`config.mk`:
```
export PLATFORM = sky130hd
export DESIGN_NAME = simple_pic_dispatch_flat
export DESIGN_NICKNAME = d
export VERILOG_FILES = /design/src/rtl/simple_pic_dispatch_if.sv /design/src/rtl/simple_pic_dispatch.sv /design/src/flat_wrapper.sv
export SDC_FILE = /design/constraint.sdc
export NUM_CORES = 1
export LEC_CHECK = 0
export CORE_MARGIN = 2
export CORE_UTILIZATION = 45
export DETAILED_ROUTE_END_ITERATION = 16
export HOLD_SLACK_MARGIN = 0.05
export PLACE_DENSITY = 0.85
export SYNTH_ARGS = -nofsm -noshare
export SYNTH_HDL_FRONTEND = slang
export SYNTH_SLANG_ARGS = --single-unit
```
`constraint.sdc`:
```
create_clock -name clk_i -period 5.4 [get_ports clk_i]
set_input_delay 0.54 -clock clk_i [delete_from_list [all_inputs] [get_ports clk_i]]
set_output_delay 0.54 -clock clk_i [all_outputs]
set_load 0.01 [all_outputs]
```
`src/rtl/simple_pic_dispatch_if.sv`:
```
`default_nettype none
// ============================================================================
// Module  : simple_pic_dispatch_if
// Brief   : Wishbone master bus, vector handshake and control signals of the
//           PIC dispatcher. master = dispatcher side, slave = environment side.
// Revision: 1.0  initial release
// ============================================================================
interface simple_pic_dispatch_if #(
    parameter int VEC_W = 6
);
    logic             cyc_o;
    logic             stb_o;
    logic [31:0]      adr_o;
    logic             we_o;
    logic [3:0]       sel_o;
    logic [31:0]      dat_o;
    logic [31:0]      dat_i;
    logic             ack_i;
    logic             err_i;
    logic             en_i;
    logic             int_i;
    logic             vec_valid_o;
    logic [VEC_W-1:0] vec_o;
    logic             vec_ready_i;
    logic             bus_err_o;
    logic             err_clr_i;

    modport master (
        output cyc_o, stb_o, adr_o, we_o, sel_o, dat_o,
        output vec_valid_o, vec_o, bus_err_o,
        input  dat_i, ack_i, err_i, en_i, int_i, vec_ready_i, err_clr_i
    );

    modport slave (
        input  cyc_o, stb_o, adr_o, we_o, sel_o, dat_o,
        input  vec_valid_o, vec_o, bus_err_o,
        output dat_i, ack_i, err_i, en_i, int_i, vec_ready_i, err_clr_i
    );
endinterface
`default_nettype wire

```
`src/rtl/simple_pic_dispatch.sv`:
```
`default_nettype none
// ============================================================================
// Module  : simple_pic_dispatch
// Brief   : Reads the PIC pending register, hands the lowest-numbered pending
//           IRQ to a local consumer, then clears it with a W1C write.
// Revision: 1.0  initial release
// ============================================================================
module simple_pic_dispatch #(
    parameter int          NUM_IRQ  = 32,
    parameter logic [31:0] PIC_BASE = 32'h0000_0000,
    parameter logic [1:0]  PEND_OFS = 2'd0,
    parameter int          VEC_W    = 6
) (
    input  wire logic             clk_i,
    input  wire logic             rst_i,
    simple_pic_dispatch_if.master bus
);

    localparam logic [31:0] C_PEND_ADR = PIC_BASE + {28'd0, PEND_OFS, 2'b00};

    typedef enum logic [2:0] {
        S_IDLE = 3'd0,
        S_RD   = 3'd1,
        S_SEL  = 3'd2,
        S_PRES = 3'd3,
        S_CLR  = 3'd4
    } state_t;

    state_t             r_state;
    state_t             w_state_nxt;
    logic [NUM_IRQ-1:0] r_pend;
    logic [VEC_W-1:0]   r_vec;
    logic [VEC_W-1:0]   w_enc_vec;
    logic               r_bus_err;
    logic               w_bus_act;
    logic               w_wr;
    logic               w_err_evt;
    logic [31:0]        w_clr_mask;

    // Scan downward so the lowest set bit is the last one to overwrite.
    always_comb begin
        w_enc_vec = '0;
        for (int k = NUM_IRQ - 1; k >= 0; k--) begin
            if (r_pend[k]) begin
                w_enc_vec = VEC_W'(k + 1);
            end
        end
    end

    always_comb begin
        w_state_nxt = r_state;
        w_err_evt   = 1'b0;
        case (r_state)
            S_IDLE: begin
                if (bus.en_i && bus.int_i) begin
                    w_state_nxt = S_RD;
                end
            end
            S_RD: begin
                if (bus.err_i) begin
                    w_err_evt   = 1'b1;
                    w_state_nxt = S_IDLE;
                end else if (bus.ack_i) begin
                    w_state_nxt = S_SEL;
                end
            end
            S_SEL: begin
                w_state_nxt = (r_pend == '0) ? S_IDLE : S_PRES;
            end
            S_PRES: begin
                if (bus.vec_ready_i) begin
                    w_state_nxt = S_CLR;
                end
            end
            S_CLR: begin
                if (bus.err_i) begin
                    w_err_evt   = 1'b1;
                    w_state_nxt = S_IDLE;
                end else if (bus.ack_i) begin
                    w_state_nxt = S_IDLE;
                end
            end
            default: begin
                w_state_nxt = S_IDLE;
            end
        endcase
    end

    always_ff @(posedge clk_i) begin
        if (rst_i) begin
            r_state   <= S_IDLE;
            r_pend    <= '0;
            r_vec     <= '0;
            r_bus_err <= 1'b0;
        end else begin
            r_state <= w_state_nxt;
            if (r_state == S_RD && bus.ack_i && !bus.err_i) begin
                r_pend <= bus.dat_i[NUM_IRQ-1:0];
            end
            if (r_state == S_SEL && r_pend != '0) begin
                r_vec <= w_enc_vec;
            end
            // A fresh error outranks a simultaneous clear request.
            if (w_err_evt) begin
                r_bus_err <= 1'b1;
            end else if (bus.err_clr_i) begin
                r_bus_err <= 1'b0;
            end
        end
    end

    assign w_bus_act  = (r_state == S_RD) || (r_state == S_CLR);
    assign w_wr       = (r_state == S_CLR);
    assign w_clr_mask = 32'd1 << (r_vec - VEC_W'(1));

    assign bus.cyc_o       = w_bus_act;
    assign bus.stb_o       = w_bus_act;
    assign bus.we_o        = w_wr;
    assign bus.sel_o       = w_bus_act ? 4'hF : 4'h0;
    assign bus.adr_o       = w_bus_act ? C_PEND_ADR : 32'h0;
    assign bus.dat_o       = w_wr ? w_clr_mask : 32'h0;
    assign bus.vec_valid_o = (r_state == S_PRES);
    assign bus.vec_o       = r_vec;
    assign bus.bus_err_o   = r_bus_err;

endmodule
`default_nettype wire
```
`src/flat_wrapper.sv`:
```
// flat-port wrapper written by rule: the top's interface ports become plain ports
module simple_pic_dispatch_flat 
#(
    parameter int          NUM_IRQ  = 32,
    parameter logic [31:0] PIC_BASE = 32'h0000_0000,
    parameter logic [1:0]  PEND_OFS = 2'd0,
    parameter int          VEC_W    = 6
)
  (clk_i, rst_i, bus_cyc_o, bus_stb_o, bus_adr_o, bus_we_o, bus_sel_o, bus_dat_o, bus_vec_valid_o, bus_vec_o, bus_bus_err_o, bus_dat_i, bus_ack_i, bus_err_i, bus_en_i, bus_int_i, bus_vec_ready_i, bus_err_clr_i);
  simple_pic_dispatch_if #(.VEC_W(VEC_W)) bus_i ();
  input  wire logic clk_i;
  input  wire logic rst_i;
  output wire logic [$bits(bus_i.cyc_o)-1:0] bus_cyc_o;
  output wire logic [$bits(bus_i.stb_o)-1:0] bus_stb_o;
  output wire logic [$bits(bus_i.adr_o)-1:0] bus_adr_o;
  output wire logic [$bits(bus_i.we_o)-1:0] bus_we_o;
  output wire logic [$bits(bus_i.sel_o)-1:0] bus_sel_o;
  output wire logic [$bits(bus_i.dat_o)-1:0] bus_dat_o;
  output wire logic [$bits(bus_i.vec_valid_o)-1:0] bus_vec_valid_o;
  output wire logic [$bits(bus_i.vec_o)-1:0] bus_vec_o;
  output wire logic [$bits(bus_i.bus_err_o)-1:0] bus_bus_err_o;
  input wire logic [$bits(bus_i.dat_i)-1:0] bus_dat_i;
  input wire logic [$bits(bus_i.ack_i)-1:0] bus_ack_i;
  input wire logic [$bits(bus_i.err_i)-1:0] bus_err_i;
  input wire logic [$bits(bus_i.en_i)-1:0] bus_en_i;
  input wire logic [$bits(bus_i.int_i)-1:0] bus_int_i;
  input wire logic [$bits(bus_i.vec_ready_i)-1:0] bus_vec_ready_i;
  input wire logic [$bits(bus_i.err_clr_i)-1:0] bus_err_clr_i;
  assign bus_cyc_o = bus_i.cyc_o;
  assign bus_stb_o = bus_i.stb_o;
  assign bus_adr_o = bus_i.adr_o;
  assign bus_we_o = bus_i.we_o;
  assign bus_sel_o = bus_i.sel_o;
  assign bus_dat_o = bus_i.dat_o;
  assign bus_vec_valid_o = bus_i.vec_valid_o;
  assign bus_vec_o = bus_i.vec_o;
  assign bus_bus_err_o = bus_i.bus_err_o;
  assign bus_i.dat_i = bus_dat_i;
  assign bus_i.ack_i = bus_ack_i;
  assign bus_i.err_i = bus_err_i;
  assign bus_i.en_i = bus_en_i;
  assign bus_i.int_i = bus_int_i;
  assign bus_i.vec_ready_i = bus_vec_ready_i;
  assign bus_i.err_clr_i = bus_err_clr_i;
  simple_pic_dispatch #(.NUM_IRQ(NUM_IRQ), .PIC_BASE(PIC_BASE), .PEND_OFS(PEND_OFS), .VEC_W(VEC_W)) u_core (.clk_i(clk_i), .rst_i(rst_i), .bus(bus_i));
endmodule
```
-- Word level (Yosys, flattened, before mapping)
Cells that the tools add are included.
- $add $sub $neg: 1
- eq/ne operators: 8
- shift operators: 1
- mux-type cells: 46
- reductions and logical operators: 12
- operators by type and width (kind ; count):
    2-to-1 mux 6 bit ; 32
    zero test 32 bit ; 1
    2-to-1 mux 32 bit ; 1
    nonzero test 32 bit ; 1
    left shift 1 x 6 -> 32 bit, first input constant ; 1
    2-to-1 mux 3 bit ; 6
    case mux 3 bit (5 select lines) ; 1
    == test 3 x 2 -> 1 bit, second input constant ; 2
    inequality test 3 bit, second input constant ; 2
    subtractor 6 x 1 -> 6 bit, second input constant ; 1
    logical AND 1 bit ; 4
    2-to-1 mux 1 bit ; 4
    2-to-1 mux 4 bit ; 1
    inequality test 2 x 1 -> 1 bit, second input constant ; 2
    AND reduction 4 bit ; 1
    == test 3 x 1 -> 1 bit, second input constant ; 1
    == test 3 bit, second input constant ; 1
    zero test 3 bit ; 1
    2-to-1 mux 2 bit ; 1
    nonzero test 2 bit ; 1
    OR reduction 2 bit ; 1
    zero test 1 bit ; 1
    logical OR 1 bit ; 1
- register bits after elaboration: 42
- output and inout bits: 79
- word-level logic and storage cells: 72

-- Logic depth before layout (Yosys ltp)
- depth in word-level cells: 32
- depth in mapped cells: 7
- depth with buffers taken out: 6

-- Worst setup path after synthesis
OpenSTA, ideal clock, no wires.
- path type: reg2out
- from: reg u_core.r_vec[0], in the netlist u_core.bus.vec_o[0]
- to: out bus_dat_o[0]
- arrival: 1705 ps
- data required time: 4860 ps
- slack: 3155 ps
- stages on the path, launching flop included: 7
- cells stage by stage: dfxtp_1 > buf_2 > nor3_1 > xor2_1 > or4_1 > clkbuf_1 > nor2_1
- cells in the longest elaborated chain, start to end: 3
- RTL lines (item ; line ; text):
    from (decl) ; simple_pic_dispatch.sv:32 ; logic [VEC_W-1:0] r_vec;
    from (signal assigned) ; simple_pic_dispatch.sv:101 ; r_vec <= w_enc_vec;
    subtractor 6 x 1 -> 6 bit ; simple_pic_dispatch.sv:114 ; assign w_clr_mask = 32'd1 << (r_vec - VEC_W'(1));
    left shift 1 x 6 -> 32 bit ; simple_pic_dispatch.sv:114 ;
    2-to-1 mux 32 bit ; simple_pic_dispatch.sv:121 ; assign bus.dat_o = w_wr ? w_clr_mask : 32'h0;
    to (decl) ; flat_wrapper.sv:18 ; output wire logic [$bits(bus_i.dat_o)-1:0] bus_dat_o;
No other way between the ends.

-- Worst setup path in the final report
- from: reg u_core.r_vec[0], in the netlist u_core.bus.vec_o[0]
- to: out bus_dat_o[2]
Same word-level chain as after synthesis.

==> flow_summary.toml <==
[run_status]
status = "complete, no violations"

[floorplanning]
fp.dieW_um = 80.4
die-area_mm2 = 0.00647
ios = 119
initial_core_util = 0.471
num_rows = 27
core_mm2 = 0.00557
die_y_um = 80.4

[clocking]
holdBufCountCts = 0
cts_tree = "done"
clockBufferDepth = 2
root_buffer = "clkbuf_8"
cts.repair.resized = 0
cts_buffers = 5
clk-insertion-delay-late_ns = 0.29
clkTransAtPathRegs_ns = 0.07
postCtsSetupRepairBufs = 0
cts_htree_levels = 2
clkSinkCount = 42

[synthesis]
synth_top_flop_cell = "dfxtp_1"
ys.warnings.count = 0
yosysSeqAreaShare = 0.320
async_flop_share = 0
synth.distinct_cells = 53
syn_area_per_cell_um2 = 7.28
syn_area_mm2 = 0.00263
synth-seq-cells = 42
synth_cells = 361
synth_edf_count = 0

[drt]
routed_wl_mm = 5.78
ant_nets = 0
dr.pass1.iters = 5
avgViaCountPerCell = 4.99
num_vias = 2496
drt-initial-drc-count = 127
drc_errors = 0
wl_per_cell_um = 11.6

[finish]
areaGrowthSynthToFinish_pct = 28.9
layout-drive-gt1-share = 0.0607
mostFrequentLayoutCells = "86 x clkdlybuf4s50_1, 80 x nand2_1, 50 x nor2_1, 42 x a21oi_1, 42 x dfxtp_1"
diodes = 0
nets = 469
layout_commonest_cell = "clkdlybuf4s50_1"

[timing]
tightest_slew_ns = 1.09
finalCritPeriodShare = 0.572
max_freq_mhz = 324
fin_worst_skew_ns = 0.00433
fin_crit_ns = 3.09
finalSetupViolCount = 0
finalSetupTns_ns = 0
rsz0062_at_grt = "no"
slew_viol_final = 0
slew_headroom = 0.270
hold_viol_final = 0

[power]
finalPower_mw = 0.635
p_leak_nw = 1.17
irDropWorstVdd_mv = 0.162
p_per_area_mw_per_mm2 = 187

[critical_path]
critPathMaxFanout = 11
regToRegSetupSlack_ns = 3.22
crit_type = "register to output port"
start_kind = "register"
cp.required_ns = 4.86
cp-end-kind = "output port"
worstPathArrival_ns = 2.55

[global_routing]
grt_usage = 0.182
grt_max_degree = 45
first_global_vias = 2229
antenna_found_initial = 0
grt_pass1_wl_mm = 9.46
overflow = 0

[place]
place_congestion = 0.796
dp_hpwl_mm = 4.37
portBuffers = 86

[flow_run]
maxCapViolCount = 0

[hold_path]
worstHoldPathType = "register to register"
## critical path, cell delays in order, from the launching register on
cell and delay [ns]:
dfxtp_1 0.40, nor3_1 0.49, xor2_1 0.11, or4_1 0.56, nor2_1 0.15, clkdlybuf4s50_1 0.54
## synth_stat cells (all sizes together) (2+ instances only)
cell type,count,area share
o31ai,2,0.0076
dfxtp,42,0.32
nor4,10,0.051
or3,3,0.0076
nand4,2,0.0048
buf,45,0.12
o22ai,2,0.0048
o21a,2,0.0057
o311ai,2,0.0067
inv,9,0.013
nor3b,2,0.0057
a21oi,43,0.083
or4,2,0.0071
nand2,80,0.11
a31oi,2,0.0048
nand3b,5,0.014
nand3,5,0.0095
nand2b,3,0.0071
a221o,2,0.0081
nor2,50,0.071
nor3,11,0.025
o41ai,2,0.0095
clkbuf,11,0.023
and3,2,0.0048
nor2b,2,0.0048
o21ai,6,0.011
## state kept, by name (all words and copies together), names as in the netlist
register,flops
u_core.r_pend,32
u_core.bus.vec_o,6
u_core.bus.bus_err_o,1
u_core.r_state,3
## cell families (layout without fill, tap and decap cells)
family          Yosys count  in the layout  synth area share
buf+inv                  66            102             0.164
xor+xnor                  2              2           0.00667
flops                    42             42             0.320
simple gates            179            179             0.334
other cells               1             32           0.00143
compound gates           71             71             0.173
## metrics by stage
stage / instances / hold slack (ns) / util / worst slack (ns) / cell area (um^2)
floorplan: 392 / 0.462 / - / 3.16 / 2740
global placement: 494 / 0.476 / 0.593 / 2.72 / 3300
detailed placement: 494 / 0.484 / 0.593 / 2.63 / 3300
CTS: 500 / 0.494 / 0.608 / 2.30 / 3390
global route: 500 / 0.523 / 0.608 / 2.07 / 3390
finish: 500 / 0.489 / 0.608 / 2.31 / 3390
## path summary, 6_finish.rpt
check | endpoint | start | cells past startpoint
worst max-delay path | bus_dat_o[2] | u_core.bus.vec_o[0]$_SDFFE_PP0P_ | 5
worst min-delay path | u_core.r_pend[31]$_SDFFE_PP0P_ | u_core.r_pend[31]$_SDFFE_PP0P_ | 2
worst max register to register | u_core.r_state[0]$_SDFFE_PP0P_ | u_core.r_pend[23]$_SDFFE_PP0P_ | 5
worst min register to register | u_core.r_pend[31]$_SDFFE_PP0P_ | u_core.r_pend[31]$_SDFFE_PP0P_ | 2
## metal layers
layer	track usage	wire length, um	up-vias
li1	-	-	1283
met1	0.201	2410	1103
met2	0.329	2800	100
met3	0.0416	437	10
met4	0.0780	123	0
met5	0	0	-
## where the power goes
part	switching [mW]	total, mW	internal, mW
clock	0.0973	0.196	0.0985
sequential	0.00982	0.326	0.316
combinational	0.0543	0.113	0.0589
## cell type report
cell class	instances	area, um^2
timing repair buffer	87	868
clock buffer	6	82.6
inverter	9	33.8
tap	72	90.1
multi-input combinational	284	1470
fill	526	2190
sequential	42	841
No activity file was read; power rests on OpenSTA's default activity.
